==> config.mk <==
export PLATFORM = sky130hd
export DESIGN_NAME = video_tpg
export DESIGN_NICKNAME = d
export VERILOG_FILES = /design/src/rtl/video_tpg_pkg.sv /design/src/rtl/video_timing_gen.sv /design/src/rtl/video_tpg.sv
export SDC_FILE = /design/constraint.sdc
export NUM_CORES = 1
export LEC_CHECK = 0
export BUFFER_PORTS_ARGS = -buffer_cell sky130_fd_sc_hd__buf_2
export CORE_MARGIN = 2
export CORE_UTILIZATION = 40
export DETAILED_ROUTE_END_ITERATION = 10
export GPL_TIMING_DRIVEN = 0
export HOLD_SLACK_MARGIN = 0.05
export PLACE_DENSITY_LB_ADDON = 0.2
export SLEW_MARGIN = 20
export SYNTH_ARGS = -nofsm -noshare
export SYNTH_HDL_FRONTEND = slang
export SYNTH_SLANG_ARGS = --single-unit
==> constraint.sdc <==
create_clock -name CLK -period 6.4 [get_ports CLK]
set_input_delay 0.64 -clock CLK [delete_from_list [all_inputs] [get_ports CLK]]
set_output_delay 0.64 -clock CLK [all_outputs]
set_load 0.01 [all_outputs]
==> src/rtl/video_tpg_pkg.sv <==
// video_tpg_pkg: shared constants for the video test-pattern generator.
//   - Pattern mode encodings (3-bit mode field).
//   - Colour-bar table as 3-bit {R,G,B} on/off masks; each bit is expanded
//     to a full COLOR_W component (all-ones or zero) by the consumer.
package video_tpg_pkg;

  localparam logic [2:0] MODE_SOLID = 3'd0;
  localparam logic [2:0] MODE_BARS  = 3'd1;
  localparam logic [2:0] MODE_RAMP  = 3'd2;
  localparam logic [2:0] MODE_CHECK = 3'd3;
  localparam logic [2:0] MODE_MBAR  = 3'd4;

  // Index 0 is the leftmost bar: white, yellow, cyan, green, magenta, red,
  // blue, black. Packed with index 7 on the left of the literal.
  localparam logic [7:0][2:0] BAR_MASK = {
    3'b000,  // 7 black
    3'b001,  // 6 blue
    3'b100,  // 5 red
    3'b101,  // 4 magenta
    3'b010,  // 3 green
    3'b011,  // 2 cyan
    3'b110,  // 1 yellow
    3'b111   // 0 white
  };

endpackage

==> src/rtl/video_timing_gen.sv <==
// video_timing_gen: raster counters and region decode for a progressive frame.
//   CLK, RSTn (sync, active-low), en (low holds counters at 0,0)
//   h, v        : current pixel / line counters
//   de          : inside active area
//   hs, vs      : inside sync region (active-high here; polarity applied by
//                 the consumer)
//   last_pixel  : current position is the final pixel of the frame
module video_timing_gen #(
  parameter int H_ACTIVE = 640,
  parameter int H_FP     = 16,
  parameter int H_SYNC   = 96,
  parameter int H_BP     = 48,
  parameter int V_ACTIVE = 480,
  parameter int V_FP     = 10,
  parameter int V_SYNC   = 2,
  parameter int V_BP     = 33,
  localparam int H_TOTAL = H_ACTIVE + H_FP + H_SYNC + H_BP,
  localparam int V_TOTAL = V_ACTIVE + V_FP + V_SYNC + V_BP,
  localparam int HW      = $clog2(H_TOTAL),
  localparam int VW      = $clog2(V_TOTAL)
) (
  input  logic          CLK,
  input  logic          RSTn,
  input  logic          en,
  output logic [HW-1:0] h,
  output logic [VW-1:0] v,
  output logic          de,
  output logic          hs,
  output logic          vs,
  output logic          last_pixel
);

  localparam logic [HW-1:0] H_LAST = HW'(H_TOTAL - 1);
  localparam logic [VW-1:0] V_LAST = VW'(V_TOTAL - 1);

  // Region bounds kept 32-bit so an end bound equal to the total still fits.
  localparam logic [31:0] H_ACT  = 32'(H_ACTIVE);
  localparam logic [31:0] HS_BEG = 32'(H_ACTIVE + H_FP);
  localparam logic [31:0] HS_END = 32'(H_ACTIVE + H_FP + H_SYNC);
  localparam logic [31:0] V_ACT  = 32'(V_ACTIVE);
  localparam logic [31:0] VS_BEG = 32'(V_ACTIVE + V_FP);
  localparam logic [31:0] VS_END = 32'(V_ACTIVE + V_FP + V_SYNC);

  logic [31:0] h32, v32;
  logic        h_last;

  assign h32        = 32'(h);
  assign v32        = 32'(v);
  assign h_last     = (h == H_LAST);
  assign last_pixel = h_last && (v == V_LAST);

  always_ff @(posedge CLK) begin
    if (!RSTn || !en) begin
      h <= '0;
      v <= '0;
    end else if (h_last) begin
      h <= '0;
      v <= (v == V_LAST) ? '0 : v + VW'(1);
    end else begin
      h <= h + HW'(1);
    end
  end

  assign de = (h32 < H_ACT) && (v32 < V_ACT);
  assign hs = (h32 >= HS_BEG) && (h32 < HS_END);
  // Whole lines, aligned to h = 0: no half-line offset.
  assign vs = (v32 >= VS_BEG) && (v32 < VS_END);

endmodule

==> src/rtl/video_tpg.sv <==
// video_tpg: video timing + memory-free test-pattern source.
//   CLK, RSTn (sync, active-low), en (low holds everything at reset values)
//   mode       : pattern select, latched only on the last pixel of a frame
//   solid_rgb  : {R,G,B} for solid mode and the moving-bar background
//   vid_data   : {R,G,B} pixel, zero outside active video
//   vid_de/hs/vs, frame_start : all registered in the same stage as vid_data
module video_tpg
  import video_tpg_pkg::*;
#(
  parameter int   COLOR_W    = 8,
  parameter int   H_ACTIVE   = 640,
  parameter int   H_FP       = 16,
  parameter int   H_SYNC     = 96,
  parameter int   H_BP       = 48,
  parameter int   V_ACTIVE   = 480,
  parameter int   V_FP       = 10,
  parameter int   V_SYNC     = 2,
  parameter int   V_BP       = 33,
  parameter logic HS_POL     = 1'b0,
  parameter logic VS_POL     = 1'b0,
  parameter int   CHECK_LOG2 = 5,
  parameter int   BAR_W      = 16,
  localparam int  H_TOTAL    = H_ACTIVE + H_FP + H_SYNC + H_BP,
  localparam int  V_TOTAL    = V_ACTIVE + V_FP + V_SYNC + V_BP,
  localparam int  HW         = $clog2(H_TOTAL),
  localparam int  VW         = $clog2(V_TOTAL),
  localparam int  PW         = 3 * COLOR_W
) (
  input  logic          CLK,
  input  logic          RSTn,
  input  logic          en,
  input  logic [2:0]    mode,
  input  logic [PW-1:0] solid_rgb,
  output logic [PW-1:0] vid_data,
  output logic          vid_de,
  output logic          vid_hs,
  output logic          vid_vs,
  output logic          frame_start
);

  localparam logic [HW-1:0] H_LAST   = HW'(H_TOTAL - 1);
  localparam logic [HW-1:0] BAR_LAST = HW'(H_ACTIVE / 8 - 1);
  localparam logic [HW-1:0] OFF_MAX  = HW'(H_ACTIVE - BAR_W);
  localparam logic [31:0]   BAR_W32  = 32'(BAR_W);
  localparam logic [HW-1:0] CHK_HBIT = HW'(1 << CHECK_LOG2);
  localparam logic [VW-1:0] CHK_VBIT = VW'(1 << CHECK_LOG2);

  logic [HW-1:0] h;
  logic [VW-1:0] v;
  logic          de, hs, vs, last_pixel;

  video_timing_gen #(
    .H_ACTIVE (H_ACTIVE), .H_FP (H_FP), .H_SYNC (H_SYNC), .H_BP (H_BP),
    .V_ACTIVE (V_ACTIVE), .V_FP (V_FP), .V_SYNC (V_SYNC), .V_BP (V_BP)
  ) u_timing (
    .CLK        (CLK),
    .RSTn       (RSTn),
    .en         (en),
    .h          (h),
    .v          (v),
    .de         (de),
    .hs         (hs),
    .vs         (vs),
    .last_pixel (last_pixel)
  );

  // Frame-synchronous state: active mode and moving-bar offset.
  logic [2:0]    act_mode;
  logic [HW-1:0] offset;

  always_ff @(posedge CLK) begin
    if (!RSTn || !en) begin
      act_mode <= MODE_SOLID;
      offset   <= '0;
    end else if (last_pixel) begin
      act_mode <= mode;
      // Advance only while staying in moving-bar mode; entering it restarts at 0.
      if (mode == MODE_MBAR)
        offset <= (act_mode != MODE_MBAR) ? '0 :
                  (offset == OFF_MAX)     ? '0 : offset + HW'(1);
    end
  end

  // Bar index tracks h with a width sub-counter instead of h / (H_ACTIVE/8).
  // It saturates at bar 7, so remainder pixels stay in the last bar.
  logic [HW-1:0] bar_cnt;
  logic [2:0]    bar_idx;

  always_ff @(posedge CLK) begin
    if (!RSTn || !en || h == H_LAST) begin
      bar_cnt <= '0;
      bar_idx <= '0;
    end else if (bar_idx != 3'd7) begin
      if (bar_cnt == BAR_LAST) begin
        bar_cnt <= '0;
        bar_idx <= bar_idx + 3'd1;
      end else begin
        bar_cnt <= bar_cnt + HW'(1);
      end
    end
  end

  logic [2:0]         mask;
  logic [COLOR_W-1:0] ramp;
  logic               chk_white, in_bar;
  logic [PW-1:0]      pix;

  assign mask      = BAR_MASK[bar_idx];
  assign ramp      = COLOR_W'(h);
  // Squares whose h/v bits agree are white, so (0,0) starts on white.
  assign chk_white = ((|(h & CHK_HBIT)) == (|(v & CHK_VBIT)));
  assign in_bar    = (32'(h) >= 32'(offset)) && (32'(h) < 32'(offset) + BAR_W32);

  always_comb begin
    pix = '0;
    case (act_mode)
      MODE_SOLID: pix = solid_rgb;
      MODE_BARS:  pix = {{COLOR_W{mask[2]}}, {COLOR_W{mask[1]}}, {COLOR_W{mask[0]}}};
      MODE_RAMP:  pix = {3{ramp}};
      MODE_CHECK: pix = chk_white ? '1 : '0;
      MODE_MBAR:  pix = in_bar ? '1 : solid_rgb;
      default:    pix = '0;
    endcase
  end

  // Single output stage: all five outputs move together.
  always_ff @(posedge CLK) begin
    if (!RSTn || !en) begin
      vid_data    <= '0;
      vid_de      <= 1'b0;
      vid_hs      <= ~HS_POL;
      vid_vs      <= ~VS_POL;
      frame_start <= 1'b0;
    end else begin
      vid_data    <= de ? pix : '0;
      vid_de      <= de;
      vid_hs      <= hs ? HS_POL : ~HS_POL;
      vid_vs      <= vs ? VS_POL : ~VS_POL;
      frame_start <= (h == '0) && (v == '0);
    end
  end

endmodule

==> results.yml <==
run_status:
  status: "completed"
place:
  gp_congestion: 0.872
  pre_cts_ws_ps: 3460
  portBuffers: 57
  place_hpwl_mm: 7.19
worst_setup_path:
  path_cells: "ha_1, nand3_1, xnor2_1, ha_1, a21o_1, a21oi_1, a32o_1, a31oi_1, clkbuf_1, o21ai_0"
  worstSetupPathType: "flip-flop to flip-flop"
  worst_setup_path_start_kind: "flip-flop"
  cp-end-kind: "flip-flop"
  path_buf_inv: 1
  cpLargestDelayFamily: "compound AO/OA/AOI/OAI gates"
  max_stage_delay_ps: 560
  cp_slowest_cell: "a31oi_1"
  crit_top_cell: "ha_1"
  crit_fanout: 10
  cp_data_arrival_time_ps: 3150
  worstPathRequired_ps: 6620
timing:
  worst_slew_pin_slew_ps: 876
  setup_ws_ps: 3470
  worst_hold_slack_ps: 486
  period_needed_ps: 2930
  finalSetupTns_ps: 0
  skew_ps: 11.2
  setup_violations: 0
  rsz0062_at_grt: "false"
  post-route-period-util: 0.458
  max_freq_mhz: 341
  slew_headroom: 0.411
  drv_slew: 0
  final-hold-violation-count: 0
floorplanning:
  io_pins: 58
  die_w_um: 105
  die_y_um: 105
  core_area_um2: 9820
  initial_core_util: 0.413
  num_rows: 36
  die-area_um2: 11000
routing:
  totalWireLength_mm: 9.65
  ant_nets: 0
  firstDrtPassIters: 4
  dr.max_layer_used: "met4"
  viasPerCell: 5.09
  wl_met1_mm: 4.51
  wl_met3_um: 504
  num_vias: 3570
  dr_wl_met2_mm: 4.51
  routedWlPerCell_um: 13.8
  drt-initial-drc-count: 189
  drc: 0
finish:
  nFillCells: 1012
  antennaDiodeCount: 0
  seq_area_um2: 1540
  final_util: 0.480
  fin_nets: 620
  multi_input_area_um2: 2320
  final_layout_size_suffix_gt1_frac: 0.143
  area_growth_pct: 16.2
yosys:
  netlist_area_um2: 4060
  synth_top_area_share: 0.380
  yosys-top-cells-area: "dfxtp_1, ha_1, o21ai_0, a21oi_1, nand2b_1"
  ys_warn_count: 0
  netlist_instances: 495
  synth-compound-area-share: 0.159
  yosys.area.top_type: "dfxtp_1"
  synth_flop_cell: "dfxtp_1"
  synth_xor_area_frac: 0.0713
  synth_top_family_by_area: "simple AND/OR/NAND/NOR gates"
  synthMuxAreaShare: 0.0173
  synth_nets: 552
  ys_types: 46
  ys_seq_area_frac: 0.380
  synthArstFlopShare: 0
  yosys.area_share.adder: 0.0833
  ys_seq_elements: 77
  synth_edf_count: 0
  synthSimpleGateAreaFrac: 0.241
  synth.avg_cell_area_um2: 8.19
clock_tree:
  ctsRootBufferMaster: "clkbuf_8"
  cts_num_sinks: 77
  clkLatencyLatePin_ps: 350
  htree_num_levels: 3
  post_cts_resize_count: 0
  cts_tree: "done"
  holdBufCountCts: 0
  post_cts.repair.setup_buffers: 0
  cts.clk_slew.worst_paths_ps: 90
  cts-buffers-inserted: 9
  clk_path_buf_depth: 2
global_routing:
  grt_overflow: 0
  grt_use_total: 0.181
  grt_start_max_net_pins: 15
  grt_antenna_before_repair: 0
  grt_pass1_wl_mm: 16.2
  grt_pass1_vias: 3403
pwr:
  power_density_nw_per_um2: 196
  power_mw: 0.923
  power_leakage_nw: 1.94
  irDropWorstVdd_uv: 100
worst_hold_path:
  hp-class: "flip-flop to flip-flop"
run:
  drv_cap: 0
==> synthesized netlist by cell type (all sizes together), types with 7 or more instances <==
cell    instances
xor2           18
o21ai          58
ha             27
a21oi          46
dfxtp          77
mux2i           7
nand4          11
nand3          15
nand2          25
and3           10
nor2b           7
nor2           52
inv            22
clkbuf         23
nand2b         36
xnor2          15
==> per-stage QoR <==
| step | instances | cell area [um2] |
|---|---|---|
| 6_report | 701 | 4710 |
| 5_1_grt | 701 | 4710 |
| 4_1_cts | 701 | 4710 |
| 3_5_place_dp | 685 | 4510 |
| 3_3_place_gp | 685 | 4510 |
| 2_1_floorplan | 495 | 4060 |
==> placed cells by master (no fill, tap or decap), types with 7 or more instances in the layout <==
master and instances:
nand3_1 15, mux2i_1 7, inv_1 22, xor2_1 18
xnor2_1 15, nand2b_1 36, clkbuf_1 23, nand2_1 25
nor2b_1 7, clkbuf_8 10, ha_1 27, dfxtp_1 77
nor2_1 52, a21oi_1 46, o21ai_0 58, nand4_1 11
buf_2 59, and3_1 10
==> cell families after synthesis <==
| group | after synthesis |
|---|---|
| buf+inv | 49 |
| simple gates | 183 |
| mux | 7 |
| fa+ha+maj | 27 |
| compound gates | 119 |
| flops | 77 |
| xor+xnor | 33 |
==> cell type report <==
cell class	count	area share
well taps	133	0.0353
flip-flops and latches	77	0.327
repair buffers	57	0.0605
plain buffers	27	0.0236
clock buffers	10	0.0292
clock inverters	6	0.0146
inverters	22	0.0175
multi-input cells	369	0.492
==> per-layer routing <==
metal	track usage	vias up
li1	-	1837
met1	0.235	1629
met2	0.303	93
met3	0.0412	11
met4	0.0495	0
met5	0	-
==> final timing paths <==
kind,startpoint,end,slack [ps],cells after the start
min reg2reg,u_timing.h[0]$_SDFF_PP0_,u_timing.h[0]$_SDFF_PP0_,490,1
max reg2reg,offset[4]$_SDFFE_PP0P_,vid_data[19]$_SDFF_PP0_,3470,10
max,offset[4]$_SDFFE_PP0P_,vid_data[19]$_SDFF_PP0_,3470,10
min,u_timing.h[0]$_SDFF_PP0_,u_timing.h[0]$_SDFF_PP0_,490,1
==> state kept, by name (all words and copies together), names as in the netlist, 3 cells and up <==
name / cells
vid_data: 24
bar_cnt: 10
u_timing.v: 10
offset: 10
bar_idx: 3
act_mode: 3
u_timing.h: 10
mask: 3
==> power by group <==
group	internal, mW	switching (mW)
clock network	0.194	0.189
registers	0.487	0.00280
logic	0.0223	0.0278
Power figures use the tool's default switching activity.
